[config.mk]
export PLATFORM = sky130hd
export DESIGN_NAME = pipe_adder
export DESIGN_NICKNAME = d
export VERILOG_FILES = /design/src/rtl/adder_pkg.sv /design/src/rtl/add_slice.sv /design/src/rtl/pipe_adder.sv
export SDC_FILE = /design/constraint.sdc
export NUM_CORES = 1
export LEC_CHECK = 0
export CAP_MARGIN = 25
export CORE_UTILIZATION = 50
export CTS_CLUSTER_SIZE = 20
export DETAILED_ROUTE_END_ITERATION = 6
export DONT_BUFFER_PORTS = 1
export PLACE_DENSITY_LB_ADDON = 0.05
export RECOVER_POWER = 100
export REMOVE_ABC_BUFFERS = 1
export SLEW_MARGIN = 20
export SYNTH_ARGS = -nofsm -noshare
export SYNTH_HDL_FRONTEND = slang
export SYNTH_SLANG_ARGS = --single-unit
[constraint.sdc]
create_clock -name clk -period 2.5 [get_ports clk]
set_input_delay 0.25 -clock clk [delete_from_list [all_inputs] [get_ports clk]]
set_output_delay 0.25 -clock clk [all_outputs]
set_load 0.02 [all_outputs]
[src/rtl/adder_pkg.sv]
// Shared constants and helpers for the pipelined adder.
package adder_pkg;

  localparam int unsigned MAX_WIDTH = 64;

  // Width of one carry-chain slice; zero stage count yields 0 so the config check can report it.
  function automatic int unsigned slice_width(input int unsigned width, input int unsigned stages);
    return (stages == 32'd0) ? 32'd0 : width / stages;
  endfunction

endpackage

[src/rtl/add_slice.sv]
// N-bit ripple-carry adder slice built from full-adder cells.
module add_slice #(
  parameter int unsigned N = 4
) (
  input  logic [N-1:0] a,
  input  logic [N-1:0] b,
  input  logic         cin,
  output logic [N-1:0] sum,
  output logic         cout
);

  logic [N:0] c;

  assign c[0] = cin;

  for (genvar i = 0; i < N; i++) begin : g_fa
    assign sum[i]  = a[i] ^ b[i] ^ c[i];
    assign c[i+1]  = (a[i] & b[i]) | (c[i] & (a[i] ^ b[i]));
  end

  assign cout = c[N];

endmodule

[src/rtl/pipe_adder.sv]
// Pipelined adder: the carry chain is cut into STAGES slices, one slice resolved per stage,
// with a per-stage valid/ready pipeline whose bubbles collapse.
module pipe_adder
  import adder_pkg::*;
#(
  parameter int unsigned WIDTH  = 8,
  parameter int unsigned STAGES = 2
) (
  input  logic             clk,
  input  logic             rst_n,
  input  logic             in_valid,
  output logic             in_ready,
  input  logic [WIDTH-1:0] a,
  input  logic [WIDTH-1:0] b,
  input  logic             cin,
  output logic             out_valid,
  input  logic             out_ready,
  output logic [WIDTH-1:0] sum,
  output logic             carry,
  output logic             ovf
);

  localparam int unsigned SW = slice_width(WIDTH, STAGES);

  if (WIDTH < 2 || WIDTH > MAX_WIDTH || STAGES < 1 || STAGES > WIDTH ||
      (WIDTH % STAGES) != 0) begin : g_bad_cfg
    $error("pipe_adder: illegal WIDTH=%0d STAGES=%0d", WIDTH, STAGES);
  end

  logic [STAGES-1:0] v_q;
  logic [STAGES-1:0] v_in;
  logic [STAGES-1:0] adv;

  // Operand/partial-sum view presented to each stage (stage 0 sees the ports).
  logic [WIDTH-1:0]  st_a   [STAGES];
  logic [WIDTH-1:0]  st_b   [STAGES];
  logic [WIDTH-1:0]  st_sum [STAGES];
  logic [STAGES-1:0] st_c;

  assign st_a[0]   = a;
  assign st_b[0]   = b;
  assign st_sum[0] = '0;
  assign st_c[0]   = cin;

  assign in_ready  = adv[0];
  assign out_valid = v_q[STAGES-1];

  for (genvar k = 0; k < STAGES; k++) begin : g_stage
    logic [SW-1:0]    s_sum;
    logic             s_cout;
    logic [WIDTH-1:0] nxt_sum;
    logic             v_r;
    logic             load;

    // Stage k stalls only when it and every stage after it are full and the sink is not ready.
    assign adv[k]  = out_ready || !(&v_q[STAGES-1:k]);
    assign load    = adv[k] && v_in[k];
    assign v_q[k]  = v_r;

    if (k == 0) begin : g_vin_head
      assign v_in[k] = in_valid;
    end else begin : g_vin_chain
      assign v_in[k] = v_q[k-1];
    end

    add_slice #(.N(SW)) u_slice (
      .a    (st_a[k][k*SW +: SW]),
      .b    (st_b[k][k*SW +: SW]),
      .cin  (st_c[k]),
      .sum  (s_sum),
      .cout (s_cout)
    );

    always_comb begin
      nxt_sum                = st_sum[k];
      nxt_sum[k*SW +: SW]    = s_sum;
    end

    always_ff @(posedge clk or negedge rst_n) begin
      if (!rst_n) begin
        v_r <= 1'b0;
      end else if (adv[k]) begin
        v_r <= v_in[k];
      end
    end

    if (k < STAGES - 1) begin : g_mid
      logic [WIDTH-1:0] a_r;
      logic [WIDTH-1:0] b_r;
      logic [WIDTH-1:0] sum_r;
      logic             c_r;

      always_ff @(posedge clk) begin
        if (load) begin
          a_r   <= st_a[k];
          b_r   <= st_b[k];
          sum_r <= nxt_sum;
          c_r   <= s_cout;
        end
      end

      assign st_a[k+1]   = a_r;
      assign st_b[k+1]   = b_r;
      assign st_sum[k+1] = sum_r;
      assign st_c[k+1]   = c_r;
    end else begin : g_last
      // Final stage doubles as the output register.
      always_ff @(posedge clk or negedge rst_n) begin
        if (!rst_n) begin
          sum   <= '0;
          carry <= 1'b0;
          ovf   <= 1'b0;
        end else if (load) begin
          sum   <= nxt_sum;
          carry <= s_cout;
          ovf   <= (st_a[k][WIDTH-1] == st_b[k][WIDTH-1]) &&
                   (s_sum[SW-1] != st_a[k][WIDTH-1]);
        end
      end
    end
  end

endmodule

# ---- After elaboration in Yosys (flattened, before gate mapping)
# Index checks and enable logic that the tools add are counted.
dict set report word_totals {
  register_bits 33
  elab_cells 59
}
dict set report op_classes {
  eq_ne 2
  bitwise 40
  reduce_logical 8
}
# op n
set op_table {}
lappend op_table {{$and 1x1->1} 16}
lappend op_table {{$xor 1x1->1} 16}
lappend op_table {{$or 1x1->1} 8}
lappend op_table {{$logic_and 1x1->1} 3}
lappend op_table {{$logic_not 1->1} 2}
lappend op_table {{$logic_or 1x1->1} 2}
lappend op_table {{$reduce_and 2->1} 1}
lappend op_table {{$eq 1x1->1} 1}
lappend op_table {{$ne 1x1->1} 1}

# ---- Longest topological paths before layout
# Gate-level depths: netlist of run 1.
dict set report depth {
  ltp_word 10
  mapped_depth 10
  ltp_nobuf 10
}

# ---- Hierarchy
# A second synthesis of run 1 with hierarchy kept.
dict set report hier_totals {
  hier_cells 72
  area_unflattened_um2 1107.3
}
# mod instances cells_each area_per_inst_um2 seq_area_each_um2
set modules_own_cells {}
lappend modules_own_cells {pipe_adder 1 44 872.1 690.7}
lappend modules_own_cells {add_slice 2 14 117.6 0.0}

# ---- Worst setup path before layout of run 1
# OpenSTA, ideal clock, no wires.
dict set report synth_timing {
  path_kind {reg2reg}
  startpoint {reg g_stage[0].g_mid.a_r[4]}
  endpoint {reg ovf}
  setup_time_ns 0.125
  arrival_ns 2.310
  required_ns 2.375
  path_slack_ns 0.065
  path_stages_with_launch 11
  path_buffers 0
  synth_period_minus_slack_ns 2.435
  cell_sequence {edfxtp_1 -> fa_1 -> inv_1 -> fa_1 -> inv_1 -> fa_1 -> inv_1 -> fa_1 -> xor2_1 -> nor2_1 -> mux2_4}
}
dict set report synth_between {
  elab_chain_cells 10
  word_cells_on_any_way 11
}
# element line_no
set synth_lines {}
lappend synth_lines {{start, declared} pipe_adder.sv:88} ;# logic [WIDTH-1:0] a_r;
lappend synth_lines {{start signal, assigned} pipe_adder.sv:95} ;# a_r <= st_a[k];
lappend synth_lines {{$xor 1x1->1} add_slice.sv:18} ;# assign c[i+1] = (a[i] & b[i]) | (c[i] & (a[i] ^ b[i]));
lappend synth_lines {{$and 1x1->1} add_slice.sv:18}
lappend synth_lines {{$or 1x1->1 *} add_slice.sv:18}
lappend synth_lines {{$and 1x1->1 *} add_slice.sv:18}
lappend synth_lines {{$or 1x1->1 *} add_slice.sv:18}
lappend synth_lines {{$and 1x1->1 *} add_slice.sv:18}
lappend synth_lines {{$or 1x1->1 *} add_slice.sv:18}
lappend synth_lines {{$xor 1x1->1 *} add_slice.sv:17} ;# assign sum[i] = a[i] ^ b[i] ^ c[i];
lappend synth_lines {{$ne 1x1->1 *} pipe_adder.sv:117} ;# (s_sum[SW-1] != st_a[k][WIDTH-1]);
lappend synth_lines {{$logic_and 1x1->1 *} pipe_adder.sv:116} ;# ovf <= (st_a[k][WIDTH-1] == st_b[k][WIDTH-1]) &&
lappend synth_lines {{end signal, assigned} pipe_adder.sv:116}
lappend synth_lines {{end, declared} pipe_adder.sv:20} ;# output logic ovf
# Mark *: on every way between the ends. The rest lies on a longest branch, timed or not.
# A chain may end at the register's enable or synchronous reset.

# ---- Final worst setup path of run 1
dict set report layout_timing {
  startpoint {reg g_stage[0].g_mid.c_r}
  endpoint {reg ovf}
}
dict set report layout_between {
  elab_chain_cells 9
}
# element line_no
set layout_lines {}
lappend layout_lines {{start, declared} pipe_adder.sv:91} ;# logic c_r;
lappend layout_lines {{start signal, assigned} pipe_adder.sv:98} ;# c_r <= s_cout;
lappend layout_lines {{$and 1x1->1} add_slice.sv:18}
lappend layout_lines {{$or 1x1->1} add_slice.sv:18}
lappend layout_lines {{$and 1x1->1} add_slice.sv:18}
lappend layout_lines {{$or 1x1->1} add_slice.sv:18}
lappend layout_lines {{$and 1x1->1} add_slice.sv:18}
lappend layout_lines {{$or 1x1->1} add_slice.sv:18}
lappend layout_lines {{$xor 1x1->1} add_slice.sv:17}
lappend layout_lines {{$ne 1x1->1} pipe_adder.sv:117}
lappend layout_lines {{$logic_and 1x1->1} pipe_adder.sv:116}
# Every way passes these cells.

==> flow_summary.ini, run 1 <==
[status]
run_status = finished, final reports clean

[logic_synthesis]
ys_flop_type = edfxtp_1
post_synth_xor_area_fraction = 0.00769
yosys.area_share.adder = 0.152
post-synth-top-area-cell = edfxtp_1
synth.top_cells.by_area = edfxtp_1, dfrtp_1, fa_1
yosysUniqueCellTypes = 15
synthesis.instances = 72
synth_async_sr_flop_share = 0.480
synth_top_area_share = 0.343
netlist_area_mm2 = 0.00114
synth_area_in_compound_gates = 0
syn_area_per_cell_um2 = 15.8
ranking_of_synthesized_cells_by_instance_count = inv_1, edfxtp_1, dfrtp_1
ys_seq_area_frac = 0.607
combinational_family_with_the_most_area_after_synthesis = adder cells
yosysWarnings = 0
yosys-mux-area-fraction = 0.119
synthMostInstantiatedCell = inv_1
simple_gate_area_share_of_the_yosys_netlist = 0.0495
ys_seq_elements = 25
synth_enable_flop_cells = 13

[grt]
gr-usage-all-layers = 0.138
via_count_of_the_first_global_routing_pass = 538
antenna_found_initial = 0
grt_first_pass_wirelength_mm = 2.36
grt_max_degree = 14
global_route_overflow = 0

[sta]
final_critical_path_setup_slack_ns = 0.0591
grt_setup_unrepaired = yes
finalSetupViolCount = 0
relSlewSlack = 0.626
timing.clock.skew_ns = 0.00659
max_slew.worst_pin.slew_ns = 0.561
hold_ws_ns = 0.0349
min_period_ns = 2.44
timing_max_transition_violations_final = 0
fmax_mhz = 410
timing.setup.tns_ns = 0
finalHoldViolCount = 0
final_min_period_over_clock_period = 0.976

[clock_tree]
cts.root.buffer_cell = clkbuf_4
cts-buffers-inserted = 3
post_cts.repair.setup_buffers = 0
cts.sink_count = 25
cts_max_level = 1
clk_pin_slew_ns = 0.12
tritoncts_clock_tree = yes
clk-insertion-delay-late_ns = 0.31
cts_buffer_depth = 2

[critical_path]
setup.worst_path.end = ovf
startpoint_class_of_the_critical_path = register
data_arrival_time_of_the_critical_path_ns = 2.65
required_time_of_the_worst_setup_path_ns = 2.71
worst_setup_path_end_kind = register
timing.critical_path.fanout_max = 2
timing_worst_setup_path_type = reg2reg
rr_endpoint = ovf
startpoint_of_the_worst_setup_timing_path = g_stage[0].g_mid.c_r
worst_reg2reg_path_startpoint = g_stage[0].g_mid.c_r
regToRegSetupSlack_ns = 0.06
worst_r2r_path_depth = 10

[floorplanning]
die_height_um = 49.7
die_area_mm2 = 0.00247
pin_count = 33
coreArea_mm2 = 0.00204
fp.dieW_um = 49.7
effective_utilization_at_floorplan = 0.558
std_cell_rows = 16

[place]
routability_congestion = 0.612
post-place-cells = 99
io_buffers = 0
dp_hpwl_mm = 1.01
detailedPlace.worstSlack_ns = -0.0488

[routing]
route.vias.total = 540
m1WireLength_um = 546
routed.top_layer = met4
wl_mm = 1.38
drt_pre_antenna_iters = 3
met2WireLength_um = 676
drt_iter0_drc = 2
met3_wirelength_um = 121
postRouteAntennaNets = 0
drc = 0
detail_route.vias_per_cell = 4.86
wire_per_inst_um = 12.4

[finish]
layout_cell_share_with_drive_strength_beyond_1 = 0.190
design.final.nets = 115
multiInputGateArea_um2 = 373
antenna-diode-count = 0
final-instance-count-excl-fill = 111
sequential_area_um2 = 691
syn_to_final_growth_pct = 12.3
layout.filler_cells = 169

[worst_hold_path]
hold_path_class = in2reg
min-delay-start = b[4]

[power_and_ir_drop]
p_total_w = 0.000913
worst_ir_drop_vdd_v = 0.000433
pwr_density_cell_mw_per_mm2 = 714
leakage_nw = 0.589

[job]
maxCapViolations = 0
## worst max-delay path, stage by stage (launching register included)
cell,delay (ns)
edfxtp_1,0.42
fa_2,0.40
inv_2,0.06
fa_1,0.15
inv_1,0.05
fa_2,0.33
inv_2,0.07
fa_1,0.43
xor2_1,0.14
nor2_1,0.05
mux2_4,0.26
## state kept, by name (all words and copies together) (netlist names)
register / cells
g_stage.g_mid.a_r: 4
ovf: 1
carry: 1
out_valid: 1
g_stage.g_mid.sum_r: 4
sum: 8
g_stage.v_r: 1
g_stage.g_mid.b_r: 4
g_stage.g_mid.c_r: 1
## through the flow
step / util / area [um2]
after floorplan: - / 1140
after global placement: 0.574 / 1170
after detailed placement: 0.574 / 1170
final: 0.626 / 1280
after CTS: 0.594 / 1210
after global routing: 0.626 / 1280
## metal layers
| layer | vias to the layer above | GRT usage |
|---|---|---|
| met3 | 4 | 0.0617 |
| met4 | 0 | 0.100 |
| li1 | 247 | - |
| met5 | - | 0 |
| met1 | 266 | 0.145 |
| met2 | 23 | 0.218 |
## cell usage in the layout, fill, tap and decap left out, types with 2 or more instances in the layout
master	n
mux2i_1	3
mux2_4	7
fa_1	6
inv_1	18
fa_2	2
dlygate4sd3_1	8
inv_2	2
clkbuf_4	3
dfrtp_1	12
edfxtp_1	13
## what timing repair did
item / CTS / global route
pin swaps: 3 / 2
hold buffers: 1 / 7
resized for setup: 4 / 0
hold endpoints to repair: 12 / 7
gates cloned: 0 / 0
endpoints found under the setup margin: 1 / 1
## layout make-up
cell class / instances / area share
Multi-Input combinational cell: 27 / 0.292
Tap cell: 27 / 0.0264
Timing Repair Buffer: 8 / 0.0626
Inverter: 20 / 0.0587
Sequential cell: 25 / 0.540
Clock buffer: 4 / 0.0205
## worst min-delay path by stage
stage | end | slack, ns | cells after the start
3_5_place_dp | sum[0] | -0.05 | 0
4_1_cts | g_stage[0].g_mid.a_r[5] | 0.01 | 0
2_1_floorplan | carry | -0.05 | 0
3_3_place_gp | sum[0] | -0.05 | 0
5_1_grt | g_stage[0].g_mid.b_r[4] | 0.009 | 0
6_report | g_stage[0].g_mid.b_r[4] | 0.03 | 0
## report_power, final
| part | internal, W | switching [W] |
|---|---|---|
| Sequential | 0.000503 | 0.0000984 |
| Combinational | 0.0000832 | 0.0000595 |
| Clock | 0.0000622 | 0.000106 |
| Total | 0.000649 | 0.000264 |
## kinds of logic after synthesis
kind of cell,after synthesis
simple gates,7
fa+ha+maj,9
mux,10
xor+xnor,1
buf+inv,20
flops,25
(Power assumes the default switching activity.)
==> run 2, diff against run 1 <==
--- a/config.mk
+++ b/config.mk
@@ -13,7 +13,7 @@
 export PLACE_DENSITY_LB_ADDON = 0.05
 export RECOVER_POWER = 100
 export REMOVE_ABC_BUFFERS = 1
-export SLEW_MARGIN = 20
 export SYNTH_ARGS = -nofsm -noshare
 export SYNTH_HDL_FRONTEND = slang
+export SYNTH_HIERARCHICAL = 1
 export SYNTH_SLANG_ARGS = --single-unit
==> run 2 against run 1 <==
  * Sequential share of layout area up 2.4 points
  * Maximum frequency down 0.24%
  * Wire length up 7.3%
  * Largest power group unchanged
  * Sequential power down 0.8%
==> flow_summary.ini, run 2 <==
[grt]
grt_first_pass_wirelength_mm = 2.51
antenna_found_initial = 0
grt_max_degree = 14
gr-usage-all-layers = 0.148
global_route_overflow = 0
via_count_of_the_first_global_routing_pass = 585

[routing]
met3_wirelength_um = 108
wire_per_inst_um = 13.7
met2WireLength_um = 761
drt_iter0_drc = 20
routed.top_layer = met4
m1WireLength_um = 585
drc = 0
drt_pre_antenna_iters = 3
wl_mm = 1.48
postRouteAntennaNets = 0
detail_route.vias_per_cell = 5.02
route.vias.total = 542

[sta]
finalSetupViolCount = 0
max_slew.worst_pin.slew_ns = 0.588
relSlewSlack = 0.607
grt_setup_unrepaired = yes
min_period_ns = 2.45
timing_max_transition_violations_final = 0
final_min_period_over_clock_period = 0.979
timing.setup.tns_ns = 0
finalHoldViolCount = 0
final_critical_path_setup_slack_ns = 0.0531
fmax_mhz = 409
timing.clock.skew_ns = 0.00538

[logic_synthesis]
post-synth-top-area-cell = edfxtp_1
yosysWarnings = 6
synth.top_cells.by_area = edfxtp_1, dfrtp_1, fa_1
synthMostInstantiatedCell = inv_1
yosysUniqueCellTypes = 13
ys_seq_area_frac = 0.624
synth_async_sr_flop_share = 0.480
ys_seq_elements = 25
ys_flop_type = edfxtp_1
synthesis.instances = 72
syn_area_per_cell_um2 = 15.4
ranking_of_synthesized_cells_by_instance_count = inv_1, edfxtp_1, dfrtp_1
synth_top_area_share = 0.353
netlist_area_mm2 = 0.00111
synth_enable_flop_cells = 13

[finish]
layout.filler_cells = 161
design.final.nets = 111
utilization = 0.606
final_cell_mix = inv_1, edfxtp_1, dfrtp_1
syn_to_final_growth_pct = 10.6
layout_cell_share_with_drive_strength_beyond_1 = 0.272
max_flop_register = sum
mostFrequentLayoutCell = inv_1
antenna-diode-count = 0
largest_reg_flops = 8

[worst_hold_path]
hold_path_class = in2reg
min-delay-start = a[4]

[floorplanning]
die_area_mm2 = 0.00241
effective_utilization_at_floorplan = 0.548
fp.dieW_um = 49.1
coreArea_mm2 = 0.00202
pin_count = 33
die_height_um = 49.1
std_cell_rows = 16

[critical_path]
startpoint_class_of_the_critical_path = register
crit_buf_inv = 4
timing_worst_setup_path_type = reg2reg
data_arrival_time_of_the_critical_path_ns = 2.66
startpoint_of_the_worst_setup_timing_path = g_stage[0].g_mid.c_r
worst_path_largest_cell_delay_ns = 0.42
worst_setup_path_end_kind = register
timing.critical_path.fanout_max = 3
required_time_of_the_worst_setup_path_ns = 2.71
worst_reg2reg_path_startpoint = g_stage[0].g_mid.c_r
series_of_cell_instances_along_the_critical_path = fa_2 -> inv_2 -> fa_2 -> inv_2 -> fa_2 -> inv_2 -> fa_1 -> inv_2 -> o22ai_1 -> mux2_2
critical-path-top-delay-family = adder cells
timing.critical_path.mode_cell = inv_2
cpMaxStageDelayCell = edfxtp_1

[place]
io_buffers = 0
dp_hpwl_mm = 1.11
routability_congestion = 0.702
detailedPlace.worstSlack_ns = -0.00988

[clock_tree]
clk-insertion-delay-late_ns = 0.31
cts_max_level = 1
post_cts.repair.setup_buffers = 0
clk_pin_slew_ns = 0.12
tritoncts_clock_tree = yes
cts_buffer_depth = 2
cts.sink_count = 25
cts-buffers-inserted = 3
cts.root.buffer_cell = clkbuf_4

[power_and_ir_drop]
leakage_nw = 0.532
pwr_density_cell_mw_per_mm2 = 729
p_total_w = 0.000893
worst_ir_drop_vdd_v = 0.000475

[job]
maxCapViolations = 0

[status]
run_status = finished, final reports clean
run 2: repair_timing:
| action | in CTS | in global routing |
|---|---|---|
| hold buffers | 1 | 4 |
| gates cloned | 0 | 0 |
| pin swaps | 0 | 2 |
| endpoints found under the setup margin | 1 | 1 |
| hold endpoints to repair | 12 | 4 |
| gates resized for setup | 2 | 5 |
run 2: final timing paths:
kind / to / slack [ns] / cells after the start
min in group asynchronous: out_valid / 0.36 / 1
worst min-delay path: g_stage[0].g_mid.a_r[4] / 0.03 / 0
worst max-delay path: ovf / 0.05 / 10
worst min register to register: sum[1] / 0.48 / 1
max in group asynchronous: sum[5] / 1.75 / 1
worst max register to register: ovf / 0.05 / 10
run 2: final cells by class:
class,count,area (um2),area share
Tap cell,27,33.8,0.0276
Sequential cell,25,691,0.564
Timing Repair Buffer,5,50.0,0.0409
Inverter,20,75.1,0.0613
Multi-Input combinational cell,27,349,0.285
Clock buffer,4,26.3,0.0215
run 2: where the power goes:
part / internal (W) / switching [W]
Sequential: 0.000503 / 0.0000949
Combinational: 0.0000671 / 0.0000589
Clock: 0.0000623 / 0.000107
Total: 0.000632 / 0.000261
run 2: cell families after synthesis:
| group | share of synthesized area |
|---|---|
| multiplexers | 0.102 |
| adder cells (fa/ha/maj) | 0.145 |
| AO/OA/AOI/OAI | 0.00565 |
| flip-flops | 0.624 |
| AND/OR/NAND/NOR | 0.0565 |
| buffers and inverters | 0.0678 |
run 2: metal layers:
metal / vias up / track usage
li1: 245 / -
met1: 267 / 0.148
met2: 25 / 0.267
met3: 5 / 0.0623
met4: 0 / 0.0588
met5: - / 0
run 2: through the flow:
| stage | hold slack [ns] | cell area (um2) | instances |
|---|---|---|---|
| detailed placement | -0.0453 | 1140 | 99 |
| global placement | -0.0454 | 1140 | 99 |
| CTS | 0.0141 | 1180 | 104 |
| floorplan | -0.0456 | 1110 | 72 |
| global route | 0.00156 | 1220 | 108 |
| finish | 0.0307 | 1220 | 108 |
run 2: worst register-to-register path: cells and delay by family (launching register included):
kind / cells / cell delay [ns]
DFF: 1 / 0.42
AOI/OAI and AO/OA: 1 / 0.09
buffers and inverters: 4 / 0.24
adders and majority gates: 4 / 1.34
muxes: 1 / 0.26
==> run 3, diff against run 2 <==
--- a/config.mk
+++ b/config.mk
@@ -6,6 +6,7 @@
 export NUM_CORES = 1
 export LEC_CHECK = 0
 export CAP_MARGIN = 25
+export CORE_MARGIN = 4
 export CORE_UTILIZATION = 50
 export CTS_CLUSTER_SIZE = 20
 export DETAILED_ROUTE_END_ITERATION = 6
==> run 3 against run 2 <==
  * Non-clock buffer count up 5
  * Wire length up 3.6%
  * Clock skew up 0.00080 ns
  * Total power up 0.78%
  * First-iteration DRC count down 100%
  * Highest routed layer unchanged
  * Critical path depth unchanged
  * Critical endpoint unchanged
  * Register-to-register slack better by 0.05 ns
  * Sequential power about the same
==> flow_summary.ini, run 3 (synthesis gave the netlist of run 2 again) <==
[routing]
wire_per_inst_um = 13.5
drt_pre_antenna_iters = 1
postRouteAntennaNets = 0
detail_route.vias_per_cell = 4.69
drc = 0
drt_iter0_drc = 0
wl_mm = 1.53
route.vias.total = 530

[floorplanning]
die_height_um = 55.1
std_cell_rows = 16
effective_utilization_at_floorplan = 0.542
die_area_mm2 = 0.00303
coreArea_mm2 = 0.00204
fp.dieW_um = 55.1
pin_count = 33

[finish]
design.final.nets = 116
max_flop_register = sum
mostFrequentLayoutCell = inv_1
final_cell_mix = inv_1, edfxtp_1, dfrtp_1
layout_cell_share_with_drive_strength_beyond_1 = 0.256
largest_reg_flops = 8
antenna-diode-count = 0
final_cell_area_mm2 = 0.00127
syn_to_final_growth_pct = 14.3

[grt]
antenna_found_initial = 0
globalRouteMet1Util = 0.133
grt-busiest-layer = met2
globalRouteMet2Util = 0.203
grt_first_pass_wirelength_mm = 2.42
via_count_of_the_first_global_routing_pass = 556
grt_max_degree = 15
met3_usage = 0.0349
gr-usage-all-layers = 0.118
global_route_overflow = 0

[power_and_ir_drop]
pwr_density_cell_mw_per_mm2 = 711
p_total_w = 0.000900
leakage_nw = 0.551
worst_ir_drop_vdd_v = 0.000401

[critical_path]
timing.critical_path.fanout_max = 3
data_arrival_time_of_the_critical_path_ns = 2.61
timing_worst_setup_path_type = reg2reg
worst_setup_path_end_kind = register
worst_path_largest_cell_delay_ns = 0.43
required_time_of_the_worst_setup_path_ns = 2.71
startpoint_class_of_the_critical_path = register
cpMaxStageDelayCell = edfxtp_1
regToRegSetupSlack_ns = 0.10
timing.critical_path.mode_cell = inv_2
series_of_cell_instances_along_the_critical_path = fa_2 -> inv_2 -> fa_1 -> inv_1 -> fa_2 -> inv_2 -> fa_1 -> inv_2 -> o22ai_1 -> mux2_2

[sta]
final_critical_path_setup_slack_ns = 0.101
final_min_period_over_clock_period = 0.959
min_period_ns = 2.40
finalHoldViolCount = 0
finalSetupViolCount = 0
relSlewSlack = 0.462
timing_max_transition_violations_final = 0
fmax_mhz = 417
max_slew.worst_pin.slew_ns = 0.807
timing.clock.skew_ns = 0.00618
grt_setup_unrepaired = yes

[clock_tree]
tritoncts_clock_tree = yes
cts-buffers-inserted = 3
cts_max_level = 1
clk-insertion-delay-late_ns = 0.31
clk_pin_slew_ns = 0.13
cts.root.buffer_cell = clkbuf_4
cts.sink_count = 25
cts_buffer_depth = 2

[status]
run_status = finished, final reports clean

[worst_hold_path]
hold_path_class = in2reg

[job]
maxCapViolations = 0

[place]
detailedPlace.worstSlack_ns = -0.00576
dpl_cell_area_mm2 = 0.00114
io_buffers = 0
routability_congestion = 0.712
dp_hpwl_mm = 1.13
run 3: critical path: cells and delay by family (launching register included):
family / cells / cell delay (ns)
AOI/OAI and AO/OA: 1 / 0.08
adders and majority gates: 4 / 1.29
DFF: 1 / 0.43
buffers and inverters: 4 / 0.25
muxes: 1 / 0.26
run 3: layout make-up:
type	instances	area, um2
Multi-Input combinational cell	27	342
Inverter	20	75.1
Timing Repair Buffer	10	97.6
Clock inverter	1	5.00
Tap cell	27	33.8
Clock buffer	3	22.5
Sequential cell	25	691
Fill cell	182	776
run 3: final timing paths:
kind                                           start        endpoint  depth (start not counted)
min reg2reg                g_stage[0].g_mid.sum_r[2]          sum[2]                          1
max reg2reg                     g_stage[0].g_mid.c_r             ovf                         10
max                             g_stage[0].g_mid.c_r             ovf                         10
min in group asynchronous                      rst_n  g_stage[0].v_r                          1
min                                         in_valid  g_stage[0].v_r                          1
max in group asynchronous                      rst_n          sum[2]                          1
run 3: layer usage:
metal,part of all wire,vias to the layer above
met5,0,-
met3,0.084,4
met4,0.020,0
met1,0.37,256
met2,0.53,20
li1,-,250
run 3: what timing repair did:
| action | CTS | global route |
|---|---|---|
| gates resized for setup | 3 | 2 |
| hold buffers | 1 | 8 |
| endpoints found under the setup margin | 1 | 1 |
| pin swaps | 0 | 1 |
| hold endpoints to repair | 12 | 8 |
| setup buffers | 0 | 1 |
run 3: per-stage QoR:
| stage | instances | TNS, ns | util | hold slack (ns) |
|---|---|---|---|---|
| after floorplan | 72 | 0 | - | -0.0456 |
| after global placement | 99 | 0 | 0.559 | -0.0453 |
| after detailed placement | 99 | -0.00576 | 0.559 | -0.0453 |
| after CTS | 104 | 0 | 0.578 | 0.0123 |
| after global routing | 113 | -0.00251 | 0.620 | 0.0377 |
| final | 113 | 0 | 0.620 | 0.0415 |
run 3: where the power goes:
group / internal (W) / total (W) / switching [W]
Clock: 0.0000597 / 0.000171 / 0.000111
Sequential: 0.000503 / 0.000599 / 0.0000961
Combinational: 0.0000734 / 0.000130 / 0.0000571
